File: src/rtl/burst_capture_arbiter.sv
// Two-producer burst capture arbiter: grants one producer, captures CYCLES words
// into an 8-deep buffer, then drains them over valid/ready. Tie policy: BURST_ARB_ROUND_ROBIN_EN.
module burst_capture_arbiter #(
  parameter int CYCLES = 8,
  parameter int WIDTH  = 16
) (
  input  logic             clock,
  input  logic             reset_n,
  input  logic [1:0]       req,
  input  logic [WIDTH-1:0] data0,
  input  logic [WIDTH-1:0] data1,
  output logic [1:0]       grant,
  output logic             busy,
  output logic             rd_valid,
  output logic [WIDTH-1:0] rd_data,
  output logic             rd_last,
  input  logic             rd_ready,
  output logic             done
);

  // state   | meaning
  // IDLE    | waiting for any request; arbitration happens here only
  // CAPTURE | writing the granted producer's words, one per cycle
  // DRAIN   | presenting buffered words to the consumer
  typedef enum logic [1:0] {IDLE, CAPTURE, DRAIN} state_t;

  if (CYCLES < 1 || CYCLES > 8) begin : g_cycles_check
    $error("burst_capture_arbiter: CYCLES must be within 1..8");
  end

  localparam logic [2:0] PTR_LAST = 3'(CYCLES - 1);

  state_t           state, state_d;
  logic [2:0]       wr_ptr, wr_ptr_d;
  logic [2:0]       rd_ptr, rd_ptr_d;
  logic [1:0]       grant_d;
  logic             done_d;
  logic             winner;
  logic [WIDTH-1:0] buffer [8];

`ifdef BURST_ARB_ROUND_ROBIN_EN
  logic last_grant, last_grant_d;
`endif

  always_comb begin
    winner = 1'b0;
    if (req == 2'b10) begin
      winner = 1'b1;
    end else if (req == 2'b11) begin
`ifdef BURST_ARB_ROUND_ROBIN_EN
      winner = ~last_grant;
`else
      winner = 1'b0;
`endif
    end
  end

  always_comb begin
    state_d  = state;
    grant_d  = grant;
    wr_ptr_d = wr_ptr;
    rd_ptr_d = rd_ptr;
    done_d   = 1'b0;
`ifdef BURST_ARB_ROUND_ROBIN_EN
    last_grant_d = last_grant;
`endif
    case (state)
      IDLE: begin
        if (req != 2'b00) begin
          grant_d  = winner ? 2'b10 : 2'b01;
          wr_ptr_d = 3'd0;
          state_d  = CAPTURE;
`ifdef BURST_ARB_ROUND_ROBIN_EN
          last_grant_d = winner;
`endif
        end
      end
      CAPTURE: begin
        if (wr_ptr == PTR_LAST) begin
          grant_d  = 2'b00;
          rd_ptr_d = 3'd0;
          state_d  = DRAIN;
        end else begin
          wr_ptr_d = wr_ptr + 3'd1;
        end
      end
      DRAIN: begin
        if (rd_ready) begin
          if (rd_ptr == PTR_LAST) begin
            done_d  = 1'b1;
            state_d = IDLE;
          end else begin
            rd_ptr_d = rd_ptr + 3'd1;
          end
        end
      end
      default: begin
        grant_d = 2'b00;
        state_d = IDLE;
      end
    endcase
  end

  always_ff @(posedge clock or negedge reset_n) begin
    if (!reset_n) begin
      state  <= IDLE;
      grant  <= 2'b00;
      wr_ptr <= 3'd0;
      rd_ptr <= 3'd0;
      done   <= 1'b0;
`ifdef BURST_ARB_ROUND_ROBIN_EN
      last_grant <= 1'b1;
`endif
    end else begin
      state  <= state_d;
      grant  <= grant_d;
      wr_ptr <= wr_ptr_d;
      rd_ptr <= rd_ptr_d;
      done   <= done_d;
`ifdef BURST_ARB_ROUND_ROBIN_EN
      last_grant <= last_grant_d;
`endif
    end
  end

  // Buffer is storage only; it is deliberately left out of reset.
  always_ff @(posedge clock) begin
    if (state == CAPTURE) begin
      buffer[wr_ptr] <= grant[1] ? data1 : data0;
    end
  end

  assign busy     = (state != IDLE);
  assign rd_valid = (state == DRAIN);
  // Gated so stale buffer contents never leak out while idle or in reset.
  assign rd_data  = rd_valid ? buffer[rd_ptr] : '0;
  assign rd_last  = rd_valid && (rd_ptr == PTR_LAST);

endmodule

File: config.mk
export PLATFORM = sky130hd
export DESIGN_NAME = burst_capture_arbiter
export DESIGN_NICKNAME = d
export VERILOG_FILES = /design/src/rtl/burst_capture_arbiter.sv
export SDC_FILE = /design/constraint.sdc
export NUM_CORES = 1
export LEC_CHECK = 0
export ABC_AREA = 1
export CORE_MARGIN = 2
export CORE_UTILIZATION = 56
export DETAILED_ROUTE_END_ITERATION = 16
export GPL_TIMING_DRIVEN = 0
export PLACE_DENSITY = 0.78
export SYNTH_ARGS = -nofsm -noshare
export SYNTH_HDL_FRONTEND = slang
export SYNTH_SLANG_ARGS = --single-unit
File: constraint.sdc
create_clock -name clock -period 4.51 [get_ports clock]
set_input_delay 1.1275 -clock clock [delete_from_list [all_inputs] [get_ports clock]]
set_output_delay 1.1275 -clock clock [all_outputs]
set_load 0.005 [all_outputs]
==> summary by stage <==
GRT
Summed over all layers, the global routing overflow is 0. Entering global routing, the biggest net connects 17 pins. The initial antenna violation count is 0. The wire length of the first global-routing pass is 23.81 mm. The aggregate global-route resource usage is 25.81%. The via count of the first global-routing pass came to 4822.

Timing
Across the routed clock network, the largest skew measured is 0.009523 ns. The setup TNS after final layout is 0 ns. At the pin with the least slew margin, the transition time is 0.9754 ns. Of the available clock period, the critical path in the final layout requires 78.95%. Setup repair after global routing left no endpoint under its margin. For this run, the top clock speed supported by timing is 280.9 MHz.

The number of pins exceeding their max-slew limit in the final report is 0. Setup violations remaining at the end of the flow were counted as 0. The number of hold violations in the final report came to 0.

The worst slew margin relative to its limit is 34.90%. The clock period could shrink to 3.561 ns. The hold slack is 0.4861 ns.

Worst setup path
The worst setup path startpoint is rd_ptr[1]. The critical path endpoint is rd_data[7]. The cell at the slowest stage of the critical path is sky130_fd_sc_hd__clkbuf_1. The required time at the worst-slack endpoint is 3.38 ns. The endpoint of the worst register-to-register path is buffer[0][8]. The cell depth of the worst setup path is 7. The worst register-to-register path begins at state[1]. The data arrival time of the worst path is 2.43 ns.

The worst setup path is of the reg2out kind. The delay of the slowest cell on the worst path is 0.52 ns. Along the worst path, the maximum fanout reaches 10. Grouping stages by cell kind, the critical path spends the most delay in buffers and inverters. The cell that appears most often on the critical path is sky130_fd_sc_hd__nor2_1. The nature of the critical path startpoint is a flip-flop. The critical path contains buffers and inverters numbering 3 combined. The capturing element type of the critical path is an output port. The worst reg-to-reg path cell count is 4.

The signal on the critical path passes through buf_4 -> clkbuf_1 -> nand3_1 -> nand2_1 -> nor2_1 -> nor2_1 -> clkdlybuf4s50_1. In this run the register-to-register setup slack is 2.41 ns.

Die
The die height is 111.0 um. The total number of placement rows is 39. For this configuration, the core starts out at a cell density of 56.83%. Measured along the x axis, the die boundary spans 111.0 um. The die covers 12310 um^2. The number of primary I/O pins is 59. The floorplan step defined a core boundary enclosing 11270 um^2.

Clock tree
The TritonCTS clock tree is yes. The number of setup buffers added after CTS is 0. Once the clock tree was built, the resizer swapped 0 gates to a different size. The clock latency on the worst-skew pair is 0.42 ns. The maximum buffer depth of the clock tree is 2.

The maximum level of the CTS H-tree is 4. The number of clock buffers added by TritonCTS is 17. After clock tree synthesis, the clock-pin slew on the worst setup and hold paths is 0.06 ns. The count of hold buffers inserted by post-cts repair is 0.

CTS saw 139 sinks. The tree is rooted in a sky130_fd_sc_hd__clkbuf_16.

Detailed routing
The post-route met1 wirelength is 5.588 mm. The remaining number of nets flagged by the antenna check after routing is 0. The number of vias per cell is 5.268. The detailed route wirelength on metal2 is 7.651 mm. In the final routed layout, each cell accounts on average for 17.04 um. Summed over all layers, the routed wires come to 15.20 mm. The wire length on met3 is 1.418 mm. The number of DRC violations after detailed routing is 0. The detailed router finished its first iteration with 540 violations. Before antenna repair, the detailed router went through 6 iterations.

The highest metal layer carrying signal wires in the routed design is met4. The routed layout has 4699 vias.

Hold path
The min-delay analysis places its worst path in the category reg2reg. Along the worst hold path, the cell count comes to 2.

Synthesis
Synthesis produced a netlist with a net count of 695. The number of unique standard cell types used by synthesis is 22. The share of synthesized area occupied by flip-flops and latches is 64.30%.

The fraction of registers with async set or reset after synthesis is 7.914%. The number of flops mapped to enable cells by yosys is 128. During synthesis, Yosys emitted a total of 0 warnings. The most used flip-flop cell after synthesis is sky130_fd_sc_hd__edfxtp_1. A synthesized cell averages 9.795 um^2. Counting flops and latches in the post-synthesis netlist gives 139.

Counting every instance in the synthesized netlist gives 654. After synthesis the cells add up to 6406 um^2. The cell taking the most area after synthesis is sky130_fd_sc_hd__edfxtp_1.

By area the synthesized netlist is led by sky130_fd_sc_hd__edfxtp_1 60%, sky130_fd_sc_hd__nand2_1 11%, sky130_fd_sc_hd__inv_1 8.0%, sky130_fd_sc_hd__nand3_1 6.6%, sky130_fd_sc_hd__dfrtp_1 4.3%. In this run the biggest area consumer among cell types represents 60.00% of the synthesized area.

Layout
The final standard cell count with taps included and fillers excluded is 892. The post-route netlist has 11.75% of its cells at a drive strength greater than 1. The repair_antennas step left the layout with diodes totalling 0.

Counting the fill cells in the layout gives 763. The multi-input gate area in the final layout is 1625 um^2. The area taken by flip-flops and latches is 4119 um^2.

Relative to the synthesized area, the layout overhead comes to 22.52%. The number of nets in the layout is 778. The final core utilization is 69.63%.

Place
The weighted congestion at the end of routability-driven global placement is 0.8107. The instance count after placement with tap cells included is 861. The total of buffers placed on input and output ports is 58.

The post-DP HPWL is 9.792 mm.

Power and ir drop
In this run the power density over the cells is 542.8 nW/um^2. In this run the static leakage power is 3.430 nW. IR analysis of the VDD net gives a maximum drop of 0.4935 mV. The total power after layout is 0.004261 W.

Job
Max-cap violations in this run came to 0.

Status
The run finished with clean final reports.
==> where the power goes <==
part	internal, W	leakage [nW]	switching, W	total [W]
Sequential	0.00182	1.31	0.0000764	0.00190
Combinational	0.000321	1.83	0.000659	0.000980
Clock	0.000860	0.285	0.000522	0.00138
Total	0.00300	3.43	0.00126	0.00426
==> registers in the layout, summed over array words and instances (netlist names) <==
| signal | cells |
|---|---|
| state | 2 |
| wr_ptr | 3 |
| rd_ptr | 3 |
| grant | 2 |
| buffer | 128 |
| done | 1 |
==> worst min path at each step <==
stage	from	to	slack [ns]
floorplan	grant[0]	grant[0]	0.47
global placement	grant[0]	grant[0]	0.46
detailed placement	grant[0]	grant[0]	0.47
CTS	grant[0]	grant[0]	0.49
global route	grant[0]	grant[0]	0.53
finish	grant[0]	grant[0]	0.49
==> kinds of logic after synthesis <==
group           synth area share (%)
simple gates                   20.88
mux                            2.812
buf+inv                        10.64
flops                          64.30
fa+ha+maj                     0.7813
compound gates                0.5858
==> final cells by class <==
type	instances	area share [%]
Buffer	28	2.040
Tap cell	143	2.280
Clock inverter	13	1.929
Timing Repair Buffer	64	8.449
Inverter	139	6.648
Multi-Input combinational cell	348	20.71
Clock buffer	18	5.468
Sequential cell	139	52.48
==> cell usage in the layout, fill, tap and decap left out, types with 4 or more instances in the layout <==
cell / n
sky130_fd_sc_hd__nand2_1: 184
sky130_fd_sc_hd__inv_1: 136
sky130_fd_sc_hd__edfxtp_1: 128
sky130_fd_sc_hd__nand3_1: 85
sky130_fd_sc_hd__clkdlybuf4s50_1: 58
sky130_fd_sc_hd__nor2_1: 37
sky130_fd_sc_hd__clkbuf_16: 17
sky130_fd_sc_hd__mux2_2: 16
sky130_fd_sc_hd__buf_2: 11
sky130_fd_sc_hd__buf_4: 11
sky130_fd_sc_hd__dfrtp_1: 11
sky130_fd_sc_hd__nor2_2: 10
sky130_fd_sc_hd__clkbuf_1: 5
sky130_fd_sc_hd__ha_1: 4
sky130_fd_sc_hd__clkinv_2: 4
sky130_fd_sc_hd__buf_8: 4
==> worst min-delay path: cells and delay by family, from the launching register on <==
kind	cells	cell delay [ns]
flops	1	0.35
simple gates	2	0.11
==> synthesized netlist by cell type, types with 2 or more instances <==
library cell,instances
sky130_fd_sc_hd__nand2_1,184
sky130_fd_sc_hd__inv_1,136
sky130_fd_sc_hd__edfxtp_1,128
sky130_fd_sc_hd__nand3_1,85
sky130_fd_sc_hd__nor2_1,45
sky130_fd_sc_hd__mux2_2,16
sky130_fd_sc_hd__buf_2,11
sky130_fd_sc_hd__buf_4,11
sky130_fd_sc_hd__dfrtp_1,11
sky130_fd_sc_hd__clkbuf_1,4
sky130_fd_sc_hd__ha_1,4
sky130_fd_sc_hd__inv_2,3
sky130_fd_sc_hd__nand3b_1,3
sky130_fd_sc_hd__o21ai_0,3
sky130_fd_sc_hd__buf_1,2
sky130_fd_sc_hd__nor2_2,2
==> stage by stage <==
stage               worst slack, ns  cell area (um^2)
detailed placement            1.463              7268
floorplan                     2.310              6406
finish                       0.9495              7849
global route                 0.8482              7849
CTS                          0.9941              7849
global placement              1.468              7166
==> metal layers <==
metal	vias to the layer above	track usage (%)
met5	-	0
met4	0	14.67
met3	42	5.085
met2	269	42.94
met1	2157	31.67
li1	2231	-
Note: power is estimated with default switching activity, not from simulation.
